$ cat src/rtl/arrow_pkg.sv
// Shared constants and FSM encoding for the arrow-board lamp serializer.
package arrow_pkg;
    localparam int LAMP_W  = 16;
    localparam int DIV_MIN = 1;
    localparam int DIV_MAX = 255;
    localparam int HCNT_W  = 8;
    localparam int BCNT_W  = 4;

    typedef enum logic [1:0] {
        IDLE  = 2'd0,
        SHIFT = 2'd1,
        LATCH = 2'd2
    } state_t;
endpackage

$ cat src/rtl/shift_tick_gen.sv
// Half-period tick: one-cycle pulse every DIV cycles while enabled.
// Latency: first tick DIV cycles after enable rises; counter held at 0 while disabled.
// Backpressure: none, free-running while enable is high.
module shift_tick_gen
    import arrow_pkg::*;
#(
    parameter int DIV = 2
) (
    input  logic clk,
    input  logic rst_n,
    input  logic enable,
    output logic tick
);

    logic [HCNT_W-1:0] r_cnt;
    logic              w_wrap;

    assign w_wrap = (r_cnt == HCNT_W'(DIV - 1));

    always_ff @(posedge clk) begin
        if (!rst_n || !enable) begin
            r_cnt <= '0;
        end else if (w_wrap) begin
            r_cnt <= '0;
        end else begin
            r_cnt <= r_cnt + HCNT_W'(1);
        end
    end

    assign tick = enable && w_wrap;

endmodule

$ cat src/rtl/lamp_shift_out.sv
// Serializes a 16-bit lamp word MSB first onto sclk/sdata, then strobes latch.
// Latency: 33*DIV cycles from accept edge to the done cycle; back-to-back accept in done cycle.
// Backpressure: load_ready low for the whole transfer; load_valid while busy is ignored.
module lamp_shift_out
    import arrow_pkg::*;
#(
    parameter int DIV    = 2,
    parameter int LAMP_W = arrow_pkg::LAMP_W
) (
    input  logic              clk,
    input  logic              rst_n,
    input  logic [LAMP_W-1:0] lamps,
    input  logic              load_valid,
    output logic              load_ready,
    output logic              sclk,
    output logic              sdata,
    output logic              latch,
    output logic              busy,
    output logic              done
);

    localparam int DIV_C = (DIV < DIV_MIN) ? DIV_MIN : ((DIV > DIV_MAX) ? DIV_MAX : DIV);

    state_t              r_state, w_state_nxt;
    logic [LAMP_W-1:0]   r_sr, w_sr_nxt;
    logic [BCNT_W-1:0]   r_bit_cnt, w_bit_cnt_nxt;
    logic                r_sclk, w_sclk_nxt;
    logic                r_sdata, w_sdata_nxt;
    logic                r_latch, w_latch_nxt;
    logic                r_done, w_done_nxt;
    logic                r_busy, r_load_ready;
    logic                w_tick_en, w_tick;

    assign w_tick_en = (r_state != IDLE);

    shift_tick_gen #(
        .DIV (DIV_C)
    ) u_tick_gen (
        .clk    (clk),
        .rst_n  (rst_n),
        .enable (w_tick_en),
        .tick   (w_tick)
    );

    always_comb begin
        w_state_nxt   = r_state;
        w_sr_nxt      = r_sr;
        w_bit_cnt_nxt = r_bit_cnt;
        w_sclk_nxt    = r_sclk;
        w_sdata_nxt   = r_sdata;
        w_latch_nxt   = 1'b0;
        w_done_nxt    = 1'b0;
        unique case (r_state)
            IDLE: begin
                if (load_valid) begin
                    w_state_nxt   = SHIFT;
                    w_sr_nxt      = lamps;
                    w_bit_cnt_nxt = '0;
                    w_sclk_nxt    = 1'b0;
                    w_sdata_nxt   = lamps[LAMP_W-1];
                end
            end
            SHIFT: begin
                if (w_tick) begin
                    if (!r_sclk) begin
                        w_sclk_nxt = 1'b1;
                    end else begin
                        // Next bit goes out on the falling edge so it is settled before the next rise.
                        w_sclk_nxt    = 1'b0;
                        w_bit_cnt_nxt = r_bit_cnt + BCNT_W'(1);
                        w_sr_nxt      = {r_sr[LAMP_W-2:0], r_sr[LAMP_W-1]};
                        w_sdata_nxt   = r_sr[LAMP_W-2];
                        if (r_bit_cnt == '1) begin
                            w_state_nxt = LATCH;
                            w_sdata_nxt = 1'b0;
                            w_latch_nxt = 1'b1;
                        end
                    end
                end
            end
            LATCH: begin
                w_latch_nxt = 1'b1;
                if (w_tick) begin
                    w_state_nxt = IDLE;
                    w_latch_nxt = 1'b0;
                    w_done_nxt  = 1'b1;
                end
            end
            default: begin
                w_state_nxt = IDLE;
            end
        endcase
    end

    always_ff @(posedge clk) begin
        if (!rst_n) begin
            r_state      <= IDLE;
            r_sr         <= '0;
            r_bit_cnt    <= '0;
            r_sclk       <= 1'b0;
            r_sdata      <= 1'b0;
            r_latch      <= 1'b0;
            r_done       <= 1'b0;
            r_busy       <= 1'b0;
            r_load_ready <= 1'b1;
        end else begin
            r_state      <= w_state_nxt;
            r_sr         <= w_sr_nxt;
            r_bit_cnt    <= w_bit_cnt_nxt;
            r_sclk       <= w_sclk_nxt;
            r_sdata      <= w_sdata_nxt;
            r_latch      <= w_latch_nxt;
            r_done       <= w_done_nxt;
            r_busy       <= (w_state_nxt != IDLE);
            r_load_ready <= (w_state_nxt == IDLE);
        end
    end

    assign load_ready = r_load_ready;
    assign busy       = r_busy;
    assign sclk       = r_sclk;
    assign sdata      = r_sdata;
    assign latch      = r_latch;
    assign done       = r_done;

endmodule

$ cat config.mk
export PLATFORM = sky130hd
export DESIGN_NAME = lamp_shift_out
export DESIGN_NICKNAME = d
export VERILOG_FILES = /design/src/rtl/arrow_pkg.sv /design/src/rtl/shift_tick_gen.sv /design/src/rtl/lamp_shift_out.sv
export SDC_FILE = /design/constraint.sdc
export NUM_CORES = 1
export LEC_CHECK = 0
export ABC_AREA = 1
export BUFFER_PORTS_ARGS = -buffer_cell sky130_fd_sc_hd__buf_2
export CORE_MARGIN = 2
export CORE_UTILIZATION = 51
export DETAILED_ROUTE_END_ITERATION = 6
export PLACE_DENSITY = 0.75
export SLEW_MARGIN = 25
export SYNTH_ARGS = -nofsm -noshare
export SYNTH_HDL_FRONTEND = slang
export SYNTH_HIERARCHICAL = 1
export SYNTH_SLANG_ARGS = --single-unit
$ cat constraint.sdc
create_clock -name clk -period 1.75 [get_ports clk]
set_input_delay 0.35 -clock clk [delete_from_list [all_inputs] [get_ports clk]]
set_output_delay 0.35 -clock clk [all_outputs]
set_load 0.03 [all_outputs]
## Word-level counts from Yosys, hierarchy flattened

Cells that the tools add are included.

| word-level totals | value |
|---|---|
| register bits | 36 |
| bits in latches | 0 |
| RAM bits | 0 |
| memory bits (read-only) | 0 |
| input bits | 19 |
| output and inout bits | 6 |
| word-level logic and storage cells | 61 |
| memories | 0 |

| operators by class | value |
|---|---|
| add/subtract/negate cells | 2 |
| multipliers | 0 |
| divide/modulo/power cells | 0 |
| magnitude comparators | 0 |
| eq/ne operators | 7 |
| shift operators | 0 |
| muxes and demuxes | 29 |
| bitwise gates (word level) | 0 |
| reduce and logical (&&, ||, !) cells | 13 |

Operators by type and width:

| kind | count |
|---|---|
| $mux 16 | 3 |
| $pmux 16 s2 | 1 |
| $mux 1 | 12 |
| $mux 4 | 3 |
| $mux 2 | 5 |
| $add 8x1->8 const B | 1 |
| $eq 8x1->1 const B | 1 |
| $pmux 4 s2 | 1 |
| $pmux 1 s2 | 3 |
| $pmux 2 s3 | 1 |
| $reduce_bool 2->1 | 3 |
| $add 4x1->4 const B | 1 |
| $eq 4x4->1 const B | 1 |
| $logic_not 2->1 | 2 |
| $ne 2x2->1 const B | 2 |
| $reduce_and 4->1 | 1 |
| $reduce_and 3->1 | 1 |
| $eq 2x1->1 const B | 1 |
| $eq 2x2->1 const B | 1 |
| $logic_not 1->1 | 2 |
| $ne 2x1->1 const B | 1 |
| $reduce_and 2->1 | 1 |
| $reduce_or 2->1 | 1 |
| $logic_and 1x1->1 | 1 |
| $logic_or 1x1->1 | 1 |

## Logic depth before layout (Yosys ltp)

| logic depth | value |
|---|---|
| depth in word-level cells | 6 |
| mapped depth | 14 |
| mapped depth without buffers | 14 |

## By module

Netlist, hierarchy kept.

Modules (own cells, without submodules):

| module | instances | cells each | area an instance (µm²) | seq. area each (µm²) |
|---|---|---|---|---|
| lamp_shift_out | 1 | 199 | 1,363.8 | 560.5 |
| shift_tick_gen | 1 | 67 | 471.7 | 160.2 |

## Worst setup path after synthesis

No wires, ideal clock.

| timing | value |
|---|---|
| path kind | flip-flop to flip-flop |
| start point | register u_tick_gen.r_cnt[0] |
| end point | register r_sdata (netlist: sdata) |
| setup time | 0.058 ns |
| arrival | 1.729 ns |
| data required time | 1.692 ns |
| setup slack | -0.038 ns |
| cell stages (with the launch flop) | 13 |
| path buffers | 1 |
| period minus slack after synthesis | 1.788 ns |
| path through | dfxtp_1 -> ha_1 -> nand2_1 -> nor2_1 -> nand2_2 -> nor2_1 -> nand2_1 -> nand2_1 -> nand3_4 -> nor2_8 -> buf_6 -> nand3_1 -> nand2_1 |

| on the way | value |
|---|---|
| longest elaborated chain between the ends | 4 |

RTL lines:

| element | line | RTL |
|---|---|---|
| from (decl) | shift_tick_gen.sv:15 | `logic [HCNT_W-1:0] r_cnt;` |
| from (signal assigned) | shift_tick_gen.sv:26 | `r_cnt <= r_cnt + HCNT_W'(1);` |
| $eq 8x1->1 | shift_tick_gen.sv:18 | `assign w_wrap = (r_cnt == HCNT_W'(DIV - 1));` |
| $logic_and 1x1->1 | shift_tick_gen.sv:30 | `assign tick = enable && w_wrap;` |
| via w_tick | lamp_shift_out.sv:32 | `logic w_tick_en, w_tick;` |
| $ne 2x1->1 (no line) | -- |  |
| $reduce_and 4->1 (no line) | -- |  |
| to (signal assigned) | lamp_shift_out.sv:111 | `r_sdata <= w_sdata_nxt;` |
| to (decl) | lamp_shift_out.sv:28 | `logic r_sdata, w_sdata_nxt;` |

The timed path passes the listed nets, and every way through them passes these cells.
A chain may end at the register's enable or synchronous reset.

## Worst setup path in the final report

| timing | value |
|---|---|
| start point | register u_tick_gen.r_cnt[1] |
| end point | register r_sr[6] |

| on the way | value |
|---|---|
| longest elaborated chain between the ends | 4 |

RTL lines:

| element | line | RTL |
|---|---|---|
| $eq 8x1->1 | shift_tick_gen.sv:18 |  |
| $logic_and 1x1->1 | shift_tick_gen.sv:30 |  |
| via w_tick | lamp_shift_out.sv:32 |  |
| $ne 2x1->1 (no line) | -- |  |
| $reduce_and 4->1 (no line) | -- |  |
| to (signal assigned) | lamp_shift_out.sv:108 | `r_sr <= w_sr_nxt;` |
| to (decl) | lamp_shift_out.sv:25 | `logic [LAMP_W-1:0] r_sr, w_sr_nxt;` |

The timed path passes the listed nets, and every way through them passes these cells.

==> summary.txt <==
Status - complete, but fails checks
Failing checks - setup timing
Port Buffers - 24
Die area - 4090 µm²
Lkg Pwr - 1.07 nW
Routed vias - 1735
Site Rows - 21
GRT Total Usage - 0.190
Crit Path Class - reg2reg
Area of the multi-input gates - 1010 µm²
Top-count cell post-synth - nand2_1
Crit path required time - 2000 ps
Cts hold-fix bufs - 0
Diode count - 0
Share of the synthesized area in the top cell type - 0.393
Area leader, netlist - dfxtp_1
Top post-synthesis cells by area - dfxtp_1, nand2_1, inv_1
Distinct cells, synth - 26
CP max FO - 8
Fin nets - 333
GPL Wtd Cong - 0.875
Layout cells sized above 1 - 0.302
Wire per inst - 11.0 µm
Ys async rst share - 0
Setup WS pre-CTS - 4.80 ps
EDFF count, synth - 0
CTS tree - done
Total Wirelength - 3890 µm
Inst Count DP - 340
CTS Sinks - 36
Fin Clk Skew - 11.1 ps
Post-route non-filler standard cell count - 354
Synth Instances - 266
Nature of the critical path endpoint - flop
CTS buffer count - 5
Seq. cell area - 727 µm²
Die width - 64.0 µm
Area delta synth->final - 23.8%
Post-route clock period utilization - 1.00
Met3 Resource Use GR - 0.0634
CTS max path bufs - 2
Dominant synthesized flop cell - dfxtp_1
Fin. Hold Viols - 0
Htree depth - 2
Met1 GRT Util - 0.225
Synth warn - 6
Remaining Overflow, GRT - 0
Remaining antenna violation count after routing - 0
RSZ-0062 raised after global routing - true
DRC - 0
Initial antenna violation count - 0
#FFs+latches synth - 36
DIE HEIGHT - 64.0 µm
Number of global-route vias before repair - 1544
Layout fillers - 305
Worst-path clk slew - 110 ps
Initial Utilization - 0.542
First-pass DRT Iterations - 4
Highest clock rate - 571 MHz
DR vias/cell - 4.90
Mapped Area - 1840 µm²
Syn avg cell area - 6.90 µm²
Global-route wire length before repair - 6170 µm
Peak supply drop - 0.509 mV
Largest net degree at the start of global routing - 29
Sequential-to-total area share from yosys stat - 0.393
Setup violators final - 1
Max transition margin - 0.638
Tightest Pin Transition - 542 ps
HP Class - in2reg
Max Cap Viol - 0
Dpl hpwl - 2550 µm
Global-route met2 utilization - 0.315
Clock root buffer - clkbuf_4
Setup WS post-layout - -2.24 ps
Max Slew Vio Count - 0
Power per cell area - 776 nW/µm²
Core ar. - 3390 µm²
WP data arrival - 2000 ps
Synth cell count leaders - nand2_1, inv_1, dfxtp_1
Clk_lat worst skew - 340 ps
Minimum clock period - 1750 ps
Post-Syn Nets - 292
Detailed router's first-iteration violation count - 126
GRT Max-Usage Layer - met2
CP startpoint kind - flop
IO Count - 25
[state kept, by name, indices dropped and copies added (netlist names)]
name,cells
r_state,2
r_bit_cnt,4
sdata,1
latch,1
r_sr,16
sclk,1
busy,1
done,1
load_ready,1
u_tick_gen/r_cnt,8
[power by group]
part           internal (W)  leakage [nW]  switching, W  total [W]
logic              0.000152         0.732      0.000248   0.000400
registers          0.000874         0.296     0.0000207   0.000895
clock network      0.000191        0.0380      0.000278   0.000469
[critical path: stages, from the launching register on]
cell       delay (ps)
dfxtp_2           340
inv_2              60
ha_4              130
nand2_2            50
nor2_2            100
nand2_2           100
nor2_4            120
nand2_2            80
nand2_2            90
nand3_4           200
nand2_8           180
clkbuf_16         160
o21ai_2            50
[placed cells by master (no fill, tap or decap)]
master | synthesis | final
inv_4 | 1 | 1
nand3_1 | 10 | 10
clkinv_2 | 0 | 2
buf_4 | 0 | 11
a21boi_0 | 1 | 1
o21ai_1 | 6 | 2
ha_4 | 0 | 1
xnor2_1 | 1 | 1
buf_12 | 0 | 1
clkbuf_16 | 0 | 1
buf_2 | 1 | 24
nand3_4 | 1 | 1
clkbuf_4 | 0 | 5
nand2_1 | 85 | 82
a21oi_1 | 4 | 3
nand2_2 | 4 | 6
clkbuf_8 | 0 | 1
nand3_2 | 1 | 1
ha_1 | 7 | 6
o21ai_2 | 0 | 9
nor2_1 | 23 | 21
nor2_8 | 1 | 1
o21bai_1 | 1 | 1
o21ai_0 | 24 | 19
a21oi_2 | 3 | 4
dfxtp_1 | 36 | 31
inv_2 | 5 | 7
nor2_4 | 2 | 5
nand4_1 | 2 | 2
inv_1 | 38 | 36
nor2_2 | 3 | 5
nand2_4 | 1 | 1
dfxtp_2 | 0 | 5
nand2_8 | 0 | 1
[layer usage]
| metal | up-vias | share of wire |
|---|---|---|
| li1 | 901 | - |
| met1 | 786 | 0.45 |
| met2 | 39 | 0.47 |
| met3 | 9 | 0.051 |
| met4 | 0 | 0.020 |
| met5 | - | 0 |
[logic make-up (layout without fill, tap and decap cells)]
kind of cell / Yosys count / after routing / share of synthesized area
fa+ha+maj: 7 / 7 / 0.0477
buf+inv: 50 / 89 / 0.117
simple gates: 133 / 136 / 0.323
flops: 36 / 36 / 0.393
xor+xnor: 1 / 1 / 0.00477
compound gates: 39 / 39 / 0.115
[timing repair]
| item | in CTS | in global routing |
|---|---|---|
| setup endpoints to repair | 5 | 20 |
| buffers inserted | 0 | 2 |
| pin swaps | 0 | 7 |
| resized for setup | 2 | 29 |
| hold endpoints to repair | 0 | 0 |
| cloned | 0 | 4 |
[final timing paths]
check	startpoint	endpoint	slack, ps	cells past startpoint
max	u_tick_gen/r_cnt[1]	r_sr[6]	-2	12
min	lamps[9]	r_sr[9]	300	5
max reg2reg	u_tick_gen/r_cnt[1]	r_sr[6]	-2	12
min reg2reg	r_sr[15]	r_sr[15]	450	2
[final cells by class]
class,instances,share of cell area
tap,46,0.0253
clock buffer,6,0.0226
sequential,36,0.320
clock inverter,2,0.00441
timing repair buffer,37,0.109
multi-input combinational,183,0.445
inverter,44,0.0738
[per-stage QoR]
step           TNS (ps)  hold slack [ps]   util  total power [W]  cell area (µm²)
2_1_floorplan         0              419      -          0.00114             1840
3_3_place_gp          0              432  0.607          0.00122             2060
3_5_place_dp          0              434  0.607          0.00123             2060
4_1_cts               0              286  0.627          0.00170             2130
5_1_grt           -1570              325  0.670          0.00187             2270
6_report          -2.24              297  0.670          0.00176             2270
Note: power is estimated with default switching activity, not from simulation.
